[src/rtl/framing_controller.sv]
// Symbol-multiplexer sequencer: frames TLP bursts (STP, data, END/EDB), inserts
// COM+SKP x3 skip ordered sets at a fixed interval and idles the channel on IDL.
module framing_controller #(
  parameter int unsigned SKP_INTERVAL = 32
) (
  input  logic       ctrlCLK,
  input  logic       ctrlRSTn,
  input  logic       ctrlEN,
  input  logic       tlpREQ,
  input  logic [3:0] tlpLEN,
  input  logic       tlpABORT,
  output logic       tlpACK,
  output logic       tlpRD,
  output logic [3:0] muxCTRL,
  output logic       ENB,
  output logic       busy
);

  localparam logic [3:0] SymTlp = 4'b0000;
  localparam logic [3:0] SymCom = 4'b0001;
  localparam logic [3:0] SymSkp = 4'b0011;
  localparam logic [3:0] SymStp = 4'b0100;
  localparam logic [3:0] SymEnd = 4'b0110;
  localparam logic [3:0] SymEdb = 4'b0111;
  localparam logic [3:0] SymIdl = 4'b1001;

  localparam logic [7:0] SkpLast = 8'(SKP_INTERVAL - 1);

  typedef enum logic [2:0] {
    StOff,
    StIdle,
    StStp,
    StData,
    StEnd,
    StEdb,
    StSkc,
    StSks
  } state_e;

  state_e     state_q, state_d;
  state_e     decision;
  logic [3:0] rem_q, rem_d;
  logic [1:0] sks_q, sks_d;
  logic [7:0] skp_cnt_q, skp_cnt_d;
  logic       skp_pend_q, skp_pend_d;
  logic       terminal;

  logic [3:0] mux_d;
  logic       ack_d, rd_d, enb_d, busy_d;

  // Shared choice made at the end of IDLE, END, EDB and the last SKS cycle.
  always_comb begin
    decision = StIdle;
    if (!ctrlEN) begin
      decision = StOff;
    end else if (skp_pend_q) begin
      decision = StSkc;
    end else if (tlpREQ) begin
      decision = StStp;
    end
  end

  always_comb begin
    state_d = state_q;
    rem_d   = rem_q;
    sks_d   = sks_q;
    unique case (state_q)
      StOff: begin
        if (ctrlEN) state_d = StIdle;
      end
      StIdle, StEnd, StEdb: begin
        state_d = decision;
      end
      StStp: begin
        state_d = ctrlEN ? StData : StEdb;
      end
      StData: begin
        rem_d = rem_q - 4'd1;
        if (!ctrlEN || tlpABORT) begin
          state_d = StEdb;
        end else if (rem_q == 4'd0) begin
          state_d = StEnd;
        end
      end
      StSkc: begin
        state_d = StSks;
        sks_d   = 2'd2;
      end
      StSks: begin
        if (sks_q == 2'd0) begin
          state_d = decision;
        end else begin
          sks_d = sks_q - 2'd1;
        end
      end
      default: state_d = StOff;
    endcase
    if (state_d == StStp) rem_d = tlpLEN;
  end

  // A terminal count on the edge that enters SKC starts a fresh pending request.
  always_comb begin
    terminal  = ENB && (skp_cnt_q == SkpLast);
    skp_cnt_d = skp_cnt_q;
    if (ENB) skp_cnt_d = terminal ? 8'd0 : skp_cnt_q + 8'd1;
    skp_pend_d = terminal | (skp_pend_q & (state_d != StSkc));
  end

  always_comb begin
    mux_d  = SymIdl;
    ack_d  = 1'b0;
    rd_d   = 1'b0;
    enb_d  = 1'b1;
    busy_d = 1'b1;
    unique case (state_d)
      StOff: begin
        enb_d  = 1'b0;
        busy_d = 1'b0;
      end
      StIdle: busy_d = 1'b0;
      StStp: begin
        mux_d = SymStp;
        ack_d = 1'b1;
      end
      StData: begin
        mux_d = SymTlp;
        rd_d  = 1'b1;
      end
      StEnd:   mux_d = SymEnd;
      StEdb:   mux_d = SymEdb;
      StSkc:   mux_d = SymCom;
      StSks:   mux_d = SymSkp;
      default: mux_d = SymIdl;
    endcase
  end

  always_ff @(posedge ctrlCLK or negedge ctrlRSTn) begin
    if (!ctrlRSTn) begin
      state_q    <= StOff;
      rem_q      <= 4'd0;
      sks_q      <= 2'd0;
      skp_cnt_q  <= 8'd0;
      skp_pend_q <= 1'b0;
      muxCTRL    <= SymIdl;
      ENB        <= 1'b0;
      tlpACK     <= 1'b0;
      tlpRD      <= 1'b0;
      busy       <= 1'b0;
    end else begin
      state_q    <= state_d;
      rem_q      <= rem_d;
      sks_q      <= sks_d;
      skp_cnt_q  <= skp_cnt_d;
      skp_pend_q <= skp_pend_d;
      muxCTRL    <= mux_d;
      ENB        <= enb_d;
      tlpACK     <= ack_d;
      tlpRD      <= rd_d;
      busy       <= busy_d;
    end
  end

endmodule
[config.mk]
export PLATFORM = sky130hd
export DESIGN_NAME = framing_controller
export DESIGN_NICKNAME = d
export VERILOG_FILES = /design/src/rtl/framing_controller.sv
export SDC_FILE = /design/constraint.sdc
export NUM_CORES = 1
export LEC_CHECK = 0
export ABC_AREA = 1
export CAP_MARGIN = 20
export CORE_UTILIZATION = 47
export DETAILED_ROUTE_END_ITERATION = 16
export GPL_ROUTABILITY_DRIVEN = 0
export PLACE_DENSITY_LB_ADDON = 0.15
export SLEW_MARGIN = 10
export SYNTH_ARGS = -nofsm -noshare
export SYNTH_HDL_FRONTEND = slang
export SYNTH_SLANG_ARGS = --single-unit
[constraint.sdc]
create_clock -name ctrlCLK -period 1.4 [get_ports ctrlCLK]
set_input_delay 0.21 -clock ctrlCLK [delete_from_list [all_inputs] [get_ports ctrlCLK]]
set_output_delay 0.21 -clock ctrlCLK [all_outputs]
set_load 0.005 [all_outputs]
# Yosys cells after proc, flatten, opt, wreduce, memory -nomap -nowiden
# Index checks and enable logic that the tools add are counted.
# word_totals
register_bits	26
inputBits	9
# classes
n_reduce_logical	12
eq_ne	17
bitwise	2
n_addsub	3
n_mux	19
# op_table
cell	count
equality test 3 bit (second input constant)	8
case mux 4 bit (6 select lines)	1
two-way mux 3 bit	7
case mux 3 bit (6 select lines)	1
equality test 3 x 2 -> 1 bit (second input constant)	4
adder 8 x 1 -> 8 bit (second input constant)	1
equality test 8 x 5 -> 1 bit (second input constant)	1
two-way mux 4 bit	2
two-way mux 8 bit	1
equality test 3 x 1 -> 1 bit (second input constant)	2
logical NOT 3 bit	2
logical NOT 4 bit	1
two-way mux 1 bit	4
two-way mux 2 bit	2
case mux 2 bit (2 select lines)	1
nonzero test 2 bit	2
subtractor 4 x 1 -> 4 bit (second input constant)	1
!= test 3 bit (second input constant)	1
OR reduction 3 bit	1
logical NOT 2 bit	1
!= test 2 bit (second input constant)	1
AND reduction 2 bit	1
OR reduction 2 bit	1
subtractor 2 x 1 -> 2 bit (second input constant)	1
5 further kinds	5

# Depth between registers and ports, before layout
# Gate-level depths: netlist of the first run.
# depth
word_depth	8
mapped_depth	12
mapped_depth_nobuf	12

# Worst setup path before layout of the first run
# No wires, ideal clock.
# synth_path
path_type	flip-flop to flip-flop
from	register rem_q[0]
to	register rem_q[1]
path_buffers	0
arrival_ns	1.339
setup_ns	0.117
slack_ns	-0.056
path_stages_with_launch	13
cell_sequence	dfrtp_1 > inv_1 > ha_1 > nand2_1 > nand2_1 > nand2_1 > nand2_1 > nor2_4 > nand2_2 > inv_2 > nand3_1 > nand2_1 > nand2_1
# synth_via
elab_chain_cells	6
elab_cells_between_ends	9
cone_classes	add/sub: 1; eq/ne: 1; mux: 5; reduce/logical: 2
# synth_rtl
element	line	rtl
from (decl)	42	logic [3:0] rem_q, rem_d;
from (signal assigned)	151	rem_q <= rem_d;
logical NOT 4 bit	81	end else if (rem_q == 4'd0) begin
two-way mux 3 bit	81	
two-way mux 3 bit	79	if (!ctrlEN || tlpABORT) begin
case mux 3 bit (6 select lines)	67	unique case (state_q)
equality test 3 x 2 -> 1 bit	98	if (state_d == StStp) rem_d = tlpLEN;
two-way mux 4 bit / nonzero test 2 bit (equally long branches)	-	
# Parallel ways exist; a longest one is shown, timed or not. The select of a mux whose other input is x is not followed.
# A chain may end at the register's enable or synchronous reset.

# Worst setup path after layout of the first run
# layout_path
from	register rem_q[0]
to	register muxCTRL[0]
# layout_via
elab_chain_cells	6
elab_cells_between_ends	11
cone_classes	eq/ne: 6; mux: 4; reduce/logical: 1
# layout_rtl
element	line	rtl
logical NOT 4 bit (*)	81	
two-way mux 3 bit (*)	81	
two-way mux 3 bit (*)	79	
case mux 3 bit (6 select lines) (*)	67	
via state_d[0]	40	state_e state_q, state_d;
equality test 3 bit / equality test 3 x 2 -> 1 bit (equally long branches)	115	unique case (state_d)
case mux 4 bit (6 select lines) (*)	115	
via mux_d[0]	48	logic [3:0] mux_d;
to (signal assigned)	144	muxCTRL <= SymIdl;
to (signal assigned)	155	muxCTRL <= mux_d;
to (decl)	14	output logic [3:0] muxCTRL,
# The timed path passes the listed nets; every way through them passes the cells marked *.

==> results.cfg, run 1 <==
[global_routing]
globalRoute.totalOverflow = 0
first_global_vias = 1207
grt_pass1_wl_mm = 5.16
global_route.usage.total_pct = 20.9
grt_max_degree = 27
initial_antenna_violation_count = 0

[critical_path]
setup.worst_path.start_class = flop
critical_path.reg2reg.startpoint = rem_q[0]$_DFFE_PN0P_
critPathCaptureType = flop
worst-endpoint-required_ps = 1670
cp_data_arrival_time_ps = 1880
rrSetupSlack_ps = -210
worstSetupPathType = flop to flop
crit_path_max_fanout = 8
worst_r2r_path_depth = 12
timing.rr.end = muxCTRL[0]$_DFF_PN1_

[logic_synthesis]
synthCells = 169
top_cells_by_area_in_the_synthesized_netlist = dfrtp_1 43%, nand2_1 13%, inv_1 6.7%, nand3_1 4.3%, dfstp_2 3.8%
synth_sequential_area_ratio_pct = 46.7
post_synth_instance_area_mm2 = 0.00140
netlist_top_cells_count = 49 x nand2_1, 25 x inv_1, 24 x dfrtp_1
yosys.area.top_type_share_pct = 43.0
synth_area_per_cell_um2 = 8.27
yosys_register_bits = 26
synth.most_common_cell = nand2_1
ys_dominant_reg_cell = dfrtp_1
synthDominantAreaCellType = dfrtp_1
netlist-cell-type-count = 24
synthesis.nets = 181
async_reset_ff_share_pct = 100
ys_warn_count = 0
synth_enable_flop_cells = 0

[floorplan]
die_height_um = 56.5
die_area_mm2 = 0.00320
start_util_pct = 50.2
design.portCount = 17
rows = 19
core_area_mm2 = 0.00278
die-width_um = 56.5

[sta]
worst_pin_slew_ps = 335
final.setup.tns_ps = -1630
clock.fmax_mhz = 622
timing.final.setup_violations = 12
post-route-min-period_ps = 1610
relSlewSlack_pct = 77.7
rsz0062_at_grt = true
post-route-worst-setup-slack_ps = -208
fin_worst_skew_ps = 4.79
hold_violations = 0
layout_worst_path_cycle_share_pct = 115
finalMaxSlewViolations = 0

[outcome]
run_status = complete, but fails checks
violations = negative setup slack

[clock_network]
maximum_root_to_sink_buffer_count = 2
cts-buffers-inserted = 3
postCtsHoldBufs = 0
clock_insertion_delay_worst_skew_ps = 330
cts.root.buffer_cell = clkbuf_4
htree_num_levels = 1
clkSinkCount = 26
cts_tree = done
path_clk_slew_ps = 150

[routing]
drtAntennaViolNets = 0
route.vias.total = 1314
drt-vias-per-instance = 5.24
first_iter_violations = 46
route.detailed.drc = 0
detailedRoute.firstPassIterationCount = 5
routed_wl_per_cell_um = 13.9
drt_total_wl_mm = 3.48

[pwr]
total_power_mw = 4.73
worst_ir_drop_vdd_uv = 1900
power_density_mw_per_mm2 = 2370
p_leak_nw = 1.10

[placed_design]
placement.cell_area_mm2 = 0.00174
dpl.hpwl_mm = 2.09
place.detailed.instances = 234
number_of_input_and_output_port_buffers_inserted = 16

[finish]
final_layout_size_suffix_gt1_share_pct = 39.5
insertedDiodeCount = 0
finalNonFillerCells = 251
syn2layout_area_growth_pct = 42.7
final_area_mm2 = 0.00199
layout.nets = 233

[flow_run]
timing.max_cap.violations = 0

[hold_path]
timing.hold.worst.class = input port to asynchronous set/reset pin
-- per-layer routing --
layer  part of all wire [%]  track usage [%]  up-vias
met3                    4.0             5.30        2
met4                   0.29             5.23        0
met5                      0                0        -
met2                     53             37.5       33
li1                       -                -      625
met1                     42             24.7      654
-- area by class of cell --
type	count	area [um2]
clock inverter	1	30.0
multi-input combinational	115	734
clock buffer	3	22.5
inverter	29	109
sequential	26	658
timing repair buffer	46	402
fill	197	787
tap	31	38.8
-- state kept, by name, summed over array words and instances (netlist names) --
| signal | count |
|---|---|
| busy | 1 |
| skp_pend_q | 1 |
| sks_q | 2 |
| ENB | 1 |
| tlpACK | 1 |
| muxCTRL | 4 |
| tlpRD | 1 |
| state_q | 3 |
| rem_q | 4 |
| skp_cnt_q | 8 |
-- cell families after synthesis --
logic type	after synthesis	synth area share, %
flops	26	46.7
xor+xnor	5	3.13
simple gates	96	35.7
fa+ha+maj	3	2.69
buf+inv	29	7.79
compound gates	10	3.94
-- placed cells by master, fill, tap and decap left out, types with 3 or more instances in the layout --
| cell type | instances |
|---|---|
| nor2_1 | 8 |
| or2_2 | 3 |
| buf_6 | 3 |
| nor2_2 | 5 |
| xor2_1 | 3 |
| nor2_4 | 6 |
| dlygate4sd2_1 | 4 |
| nand3_2 | 6 |
| nand2_1 | 42 |
| dfrtp_2 | 4 |
| dlymetal6s2s_1 | 4 |
| clkbuf_4 | 3 |
| dfrtp_1 | 20 |
| nand3_1 | 8 |
| nand2_2 | 10 |
| buf_4 | 27 |
| clkdlybuf4s50_1 | 8 |
| inv_1 | 20 |
| inv_2 | 9 |
| a21oi_1 | 4 |
-- worst max-delay path: stages, from the launching register on --
cell	delay, ps
dfrtp_1	430
inv_2	90
ha_4	150
nand2_4	70
nand2_2	70
nand2_1	40
nand2_1	70
nand3_2	80
nand2_4	130
buf_4	130
inv_2	30
o21ai_1	170
inv_1	90
-- per-stage QoR --
step	hold WS, ps	setup slack (ps)	utilization (%)
after floorplan	-85.6	4.24	-
after global placement	463	-290	62.5
after detailed placement	471	-371	62.5
after CTS	238	-122	66.9
after global routing	247	-302	71.7
final	234	-208	71.7
-- how the worst max path moves through the flow --
stage                    startpoint                   end  slack, ps  cells past startpoint
2_1_floorplan  rem_q[0]$_DFFE_PN0P_  rem_q[1]$_DFFE_PN0P_          4                     12
3_3_place_gp                 ctrlEN  rem_q[2]$_DFFE_PN0P_       -290                     12
3_5_place_dp                 ctrlEN  rem_q[2]$_DFFE_PN0P_       -370                     12
4_1_cts        rem_q[1]$_DFFE_PN0P_  rem_q[2]$_DFFE_PN0P_       -120                     12
5_1_grt        rem_q[1]$_DFFE_PN0P_  rem_q[1]$_DFFE_PN0P_       -300                     12
6_report       rem_q[0]$_DFFE_PN0P_  muxCTRL[0]$_DFF_PN1_       -210                     12
-- power by group --
| part | internal [mW] | switching, mW |
|---|---|---|
| registers | 1.12 | 0.278 |
| logic | 1.31 | 1.49 |
| clock network | 0.290 | 0.235 |
-- what timing repair did --
action | CTS | global route
cloned | 1 | 0
setup buffers | 2 | 11
gates resized for setup | 19 | 22
endpoints found under the setup margin | 15 | 18
pin swaps | 7 | 7
No activity file was read; power rests on OpenSTA's default activity.
==> inputs of run 2 (changes only) <==
TNS_END_PERCENT = 10   (was unset)
==> results.cfg, run 2 (synthesized netlist as in run 1, its figures left out) <==
[sta]
timing.final.setup_violations = 5
worst_pin_slew_ps = 329
post-route-min-period_ps = 1490
finalMaxSlewViolations = 0
final.setup.tns_ps = -343
relSlewSlack_pct = 78.1
layout_worst_path_cycle_share_pct = 106
fin_worst_skew_ps = 4.00
rsz0062_at_grt = true
clock.fmax_mhz = 671
post-route-worst-setup-slack_ps = -89.8
hold_violations = 0

[clock_network]
maximum_root_to_sink_buffer_count = 2
postCtsHoldBufs = 0
clkSinkCount = 26
path_clk_slew_ps = 140
clock_insertion_delay_worst_skew_ps = 320
cts-buffers-inserted = 3
cts_tree = done
htree_num_levels = 1
cts.root.buffer_cell = clkbuf_4

[critical_path]
cp_data_arrival_time_ps = 1720
timing.rr.end = rem_q[2]$_DFFE_PN0P_
timing.critical_path.to = rem_q[2]$_DFFE_PN0P_
critPathCaptureType = flop
crit_path_max_fanout = 9
setup.worst_path.start_class = flop
worstSetupPathType = flop to flop
critPathLaunch = rem_q[0]$_DFFE_PN0P_
critical_path.reg2reg.startpoint = rem_q[0]$_DFFE_PN0P_
worst-endpoint-required_ps = 1630
worst_r2r_path_depth = 11
rrSetupSlack_ps = -90

[routing]
detailedRoute.firstPassIterationCount = 4
routed_wl_per_cell_um = 11.4
drt_total_wl_mm = 2.72
drtAntennaViolNets = 0
first_iter_violations = 29
route.detailed.drc = 0
route.vias.total = 1180
drt-vias-per-instance = 4.96

[pwr]
total_power_mw = 4.07
power_density_mw_per_mm2 = 2200
worst_ir_drop_vdd_uv = 1680
p_leak_nw = 1.03

[global_routing]
globalRoute.totalOverflow = 0
grt_max_degree = 27
initial_antenna_violation_count = 0
first_global_vias = 1144
grt_pass1_wl_mm = 4.80
global_route.usage.total_pct = 19.4

[outcome]
violations = negative setup slack
run_status = complete, but fails checks

[floorplan]
die_area_mm2 = 0.00320
die_height_um = 56.5
start_util_pct = 50.2
core_area_mm2 = 0.00278
die-width_um = 56.5
design.portCount = 17
rows = 19

[finish]
layout.cells.most_common = nand2_1
largest_reg_flops = 8
largest_registers = skp_cnt_q (8), muxCTRL (4), rem_q (4)
largest-register = skp_cnt_q
syn2layout_area_growth_pct = 32.1
final_layout_size_suffix_gt1_share_pct = 31.9
insertedDiodeCount = 0
layout.nets = 220
finalNonFillerCells = 238
mostFrequentLayoutCells = 45 x nand2_1, 22 x inv_1, 20 x dfrtp_1

[placed_design]
post-place-ws_ps = -371
place.detailed.instances = 234
number_of_input_and_output_port_buffers_inserted = 16
dpl.hpwl_mm = 2.09

[hold_path]
timing.hold.worst.class = input port to asynchronous set/reset pin

[flow_run]
timing.max_cap.violations = 0
==> run 2: repair_timing <==
item | CTS | global route
buffers inserted | 0 | 0
endpoints found under the setup margin | 15 | 18
pin swaps | 1 | 6
gates resized for setup | 9 | 18
==> run 2: worst min-delay path by stage <==
stage                                     endpoint
after global routing      skp_cnt_q[2]$_DFFE_PN0P_
after global placement    skp_cnt_q[4]$_DFFE_PN0P_
after CTS                     sks_q[1]$_DFFE_PN0P_
after floorplan                      ENB$_DFF_PN0_
final                         sks_q[1]$_DFFE_PN0P_
after detailed placement  skp_cnt_q[4]$_DFFE_PN0P_
==> run 2: metal layers <==
metal | wire [um] | GRT usage (%) | vias to the layer above
met4 | 36 | 5.23 | 0
met2 | 1360 | 33.6 | 18
met3 | 102 | 4.84 | 7
li1 | - | - | 595
met1 | 1220 | 23.9 | 560
met5 | 0 | 0 | -
==> run 2: cell type report <==
type / instances / area, um2
clock buffers: 3 / 22.5
clock inverters: 1 / 30.0
fillers: 230 / 935
inverters: 29 / 109
multi-input cells: 114 / 688
flip-flops and latches: 26 / 658
well taps: 31 / 38.8
repair buffers: 34 / 300
==> run 2: critical path: stages (launching register included) <==
cell	delay, ps
dfrtp_1	410
inv_2	80
ha_4	150
nand2_4	70
nand2_1	70
nand2_1	50
nand2_1	70
nand3_2	80
nand2_4	110
nand3_4	130
nand3_1	110
nand2_1	60
==> run 2: power breakdown <==
group | internal (mW) | switching (mW)
registers | 1.12 | 0.267
clock network | 0.290 | 0.226
logic | 0.986 | 1.18
==> run 2: through the flow <==
step           cell area [um2]  hold slack [ps]  util, %
2_1_floorplan             1410            -85.6        -
3_3_place_gp              1740              463     62.5
3_5_place_dp              1740              471     62.5
4_1_cts                   1810              238     64.9
5_1_grt                   1850              239     66.4
6_report                  1850              232     66.4
==> variant 1: new RTL, flow settings as in run 1 <==
Make the reset (`ctrlRSTn`) synchronous in one clocked block.
--- a/src/rtl/framing_controller.sv
+++ b/src/rtl/framing_controller.sv
@@ -134,7 +134,7 @@
     endcase
   end
 
-  always_ff @(posedge ctrlCLK or negedge ctrlRSTn) begin
+  always_ff @(posedge ctrlCLK) begin
     if (!ctrlRSTn) begin
       state_q    <= StOff;
       rem_q      <= 4'd0;
Formal check against the unedited RTL: differs if ctrlRSTn is asserted again (counterexample within 4 cycles, from zero or initial values and one cycle with ctrlRSTn low); with ctrlRSTn held inactive, the same outputs for 10 cycles.
==> variant 1 against run 1 <==
The run still ends with setup timing left; global-route usage is 5.0 points higher; cell area is 1.5% higher; synthesized area is 5.9% lower; synthesized cell count is 4.1% higher; critical path type unchanged; die area is 5.7% lower; wire length hardly changed; sequential cell count stayed put; maximum frequency is 5.8% higher; setup slack better by 0.089 ns; count of clock-buffer cells in the layout stayed put.
Power is not compared: it rests on default switching activity, and its combinational part moved more than twofold at a synthesized area within 25%.
==> variant 1: results <==
[worst_setup_path]
arrival_ns = 1.79
crit_fanout = 6

[sta]
skew_ns = 0.00264
layout_setup_ws_ns = -0.120
tightest_slew_ns = 0.305
finalSetupViolCount = 11

[final_layout]
reg_top3 = skp_cnt_q: 8 flops, muxCTRL: 4 flops, rem_q: 4 flops
layout-drive-gt1-share_pct = 46.9
nets = 241
nFillCells = 176
diodes = 0

[clocking]
htree_levels = 1
cts_root_buf = clkbuf_4
clkLatencyLatePin_ns = 0.33
path_clk_slew_ns = 0.15
numCtsBuffers = 3
cts_max_path_buffers = 2

[grt]
grt_pass1_wl_mm = 5.47
grt_pass1_vias = 1301
antenna_found_initial = 0
grt_max_degree = 16
grt_usage_pct = 25.9

[run_status]
violations = setup timing
status = finished with violations

[route]
firstDrtPassIters = 5
drt_iter0_markers = 34
vias = 1356
drt_wl_total_mm = 3.48

[power_and_ir_drop]
swShare_pct = 26.1
p_leak_nw = 0.956
ir_worst_vdd_v = 0.000803

[logic_synthesis]
ys_types = 27
ys_top_cells_by_count = nand2_1, dfxtp_1, inv_1, nor2_1, nand3_1
synth_nets = 188
ys_warn_count = 0
netlist_top_cells_area = dfxtp_1, nand2_1, inv_1
async_reset_ff_share_pct = 0
yosysSeqAreaShare_pct = 39.6
ys.flop_type = dfxtp_1

[hold_path]
hold_path_class = in2reg

[place]
dp_hpwl_mm = 2.26
portBuffers = 16
## variant 1: changes by cell type after synthesis, sizes merged, moves of 3 or more
| cell | change |
|---|---|
| o21ai | +3 |
| nand2 | -15 |
| nor2 | +6 |
| dfxtp | +26 |
| dfrtp | -24 |
| a21oi | +9 |
## variant 1: through the flow
stage	cell area [sq um]	setup slack (ns)	hold slack, ns	TNS, ns	instances
after floorplan	1330	0.000724	0.336	0	176
after global placement	1660	-0.329	0.453	-3.86	239
after global routing	2020	-0.181	0.508	-1.59	258
after CTS	1870	-0.0796	0.482	-0.377	253
after detailed placement	1660	-0.423	0.456	-4.55	239
final	2020	-0.120	0.492	-0.763	258
## variant 1: critical path: stages (launching register included)
cell and delay [ns]:
dfxtp_4 0.42, inv_1 0.07, a21oi_1 0.16, nor2_1 0.09, nor2_2 0.13, nand2_2 0.11, inv_4 0.10, nand3_4 0.11
nand2_2 0.09, nand2_2 0.05, a21oi_2 0.13
## variant 1: cells by family after synthesis
family / synth area share [%]
buffers and inverters: 8.56
AOI/OAI and AO/OA: 10.3
xor gates and xnor gates: 2.66
DFF: 39.6
adders and majority gates: 2.85
and+or+nand+nor: 36.1
## variant 1: routing by layer
layer	vias up	wire (um)	GRT usage, %	part of all wire (%)
met2	40	1820	49.6	52
li1	677	-	-	-
met1	632	1430	29.4	41
met3	7	174	3.28	5.0
met4	0	59	7.92	1.7
met5	-	0	0	0
## variant 1: repair_timing
item | in CTS | in global routing
endpoints found under the setup margin | 19 | 26
buffers inserted | 9 | 5
pin swaps | 19 | 16
resized for setup | 33 | 37
gates cloned | 1 | 0
## variant 1: area by class of cell
cell class                 instances  area [sq um]  share of cell area [%]
multi-input combinational        122           847                    41.8
tap                               30          37.5                    1.85
sequential                        26           547                    27.0
timing repair buffer              49           437                    21.6
inverter                          27           104                    5.13
clock inverter                     1          30.0                    1.48
clock buffer                       3          22.5                    1.11
## variant 1: worst paths after layout
path / start / to / slack [ns] / cells past startpoint
min: tlpLEN[0] / rem_q[0] / 0.49 / 3
max: state_q[1] / rem_q[1] / -0.12 / 10
min reg2reg: rem_q[3] / rem_q[3] / 0.53 / 2
max reg2reg: state_q[1] / rem_q[1] / -0.12 / 10
## variant 1: power by group through the flow
stage,sequential [mW],combinational (mW),clock (mW)
after global placement,0.808,0.214,0
after floorplan,0.805,0.124,0
after detailed placement,0.811,0.220,0
after CTS,0.792,0.268,0.529
after global routing,0.801,0.334,0.553
final,0.797,0.305,0.530
==> variant 2: new RTL, config.mk and constraints of run 1 <==
Made on the original files. The parameter `SKP_INTERVAL` goes from 32 to 24.
--- a/src/rtl/framing_controller.sv
+++ b/src/rtl/framing_controller.sv
@@ -1,7 +1,7 @@
 // Symbol-multiplexer sequencer: frames TLP bursts (STP, data, END/EDB), inserts
 // COM+SKP x3 skip ordered sets at a fixed interval and idles the channel on IDL.
 module framing_controller #(
-  parameter int unsigned SKP_INTERVAL = 32
+  parameter int unsigned SKP_INTERVAL = 24
 ) (
   input  logic       ctrlCLK,
   input  logic       ctrlRSTn,
Check against the original RTL: same outputs for any inputs over 10 cycles, from zero or initial values and one cycle with ctrlRSTn low; that may be too few to reach the edited logic, so the function may still have changed.
==> variant 2 against run 1 <==
The run still ends with setup timing left; wire length down 1.1%; cell count up 3.2%; via count is 0.76% higher; setup slack better by 0.015 ns; sequential cell count unchanged; cell area rose by 3.8%; power is 7.6% higher; clock skew grew 0.00064 ns; largest power group unchanged; synthesized area is 3.2% lower; sequential share of layout area is 1.2 points lower; critical path type unchanged.
==> variant 2: results <==
[route]
drt_iter0_markers = 37
vias = 1324
drt_wl_total_mm = 3.45
wire_per_inst_um = 13.3

[sta]
skew_ns = 0.00543
tns_ns = -1.32
finalSetupViolCount = 11
layout_setup_ws_ns = -0.194

[logic_synthesis]
ys_types = 23
ys_top_cells_by_count = nand2_1, inv_1, dfrtp_1
yosysSeqAreaShare_pct = 48.3
synth_nets = 183

[place]
pre_cts_ws_ns = -0.339
dp.cells = 237
dp_hpwl_mm = 2.06
dpl_cell_area_sq_um = 1720

[run_status]
status = finished with violations
violations = setup timing

[final_layout]
final_core_util_pct = 75.7
nFillCells = 191
nets = 241

[grt]
grt_usage_pct = 23.0
grt_pass1_wl_mm = 5.59

[power_and_ir_drop]
ir_worst_vdd_v = 0.00164
p_leak_nw = 1.09

[worst_setup_path]
crit_fanout = 5
crit_path_max_incr_delay_ns = 0.40
arrival_ns = 1.82
crit_end = rem_q[3]
[variant 2: changes by cell type in the layout (fill, tap and decap cells not counted), moves of 3 or more]
| cell | delta |
|---|---|
| dlygate4sd2_1 | +3 |
| dlymetal6s2s_1 | -3 |
| buf_4 | +6 |
| inv_2 | -3 |
[variant 2: what timing repair did]
| item | CTS | global route |
|---|---|---|
| hold buffers | 0 | 0 |
| resized for setup | 37 | 25 |
| pin swaps | 13 | 9 |
| setup endpoints to repair | 19 | 15 |
| cloned | 1 | 0 |
| buffers inserted | 13 | 5 |
[variant 2: kinds of logic (layout without fill, tap and decap cells)]
| group | count (synthesis) | count (layout) | synth area share (%) |
|---|---|---|---|
| simple gates | 96 | 97 | 33.1 |
| buf+inv | 30 | 86 | 8.42 |
| flops | 26 | 26 | 48.3 |
| compound gates | 12 | 12 | 4.81 |
| xor+xnor | 4 | 4 | 2.59 |
| fa+ha+maj | 3 | 3 | 2.78 |
[variant 2: layout make-up]
class	count	area share, %
Clock inverter	1	1.45
Clock buffer	3	1.09
Sequential cell	26	31.8
Tap cell	31	1.87
Multi-Input combinational cell	116	37.0
Inverter	30	5.74
Timing Repair Buffer	52	21.0
[variant 2: per-layer routing]
metal / share of wire [%] / vias up / global-route usage (%)
li1: - / 642 / -
met1: 41 / 640 / 27.0
met2: 53 / 32 / 41.5
met3: 4.1 / 10 / 3.95
met4: 2.3 / 0 / 8.93
met5: 0 / - / 0
[variant 2: worst min path at each step]
| stage | startpoint | end | slack (ns) | cells past startpoint |
|---|---|---|---|---|
| after floorplan | ctrlRSTn | ENB | -0.09 | 0 |
| after global placement | skp_cnt_q[7] | skp_cnt_q[7] | 0.47 | 1 |
| after detailed placement | skp_cnt_q[7] | skp_cnt_q[7] | 0.47 | 1 |
| after CTS | ctrlRSTn | sks_q[1] | 0.24 | 2 |
| after global routing | ctrlRSTn | tlpRD | 0.24 | 2 |
| final | ctrlRSTn | tlpRD | 0.23 | 2 |
[variant 2: where the power goes]
group | total [mW] | switching (mW) | internal [mW]
clock | 0.522 | 0.232 | 0.290
sequential | 1.42 | 0.294 | 1.13
combinational | 3.14 | 1.63 | 1.51
total | 5.08 | 2.16 | 2.93
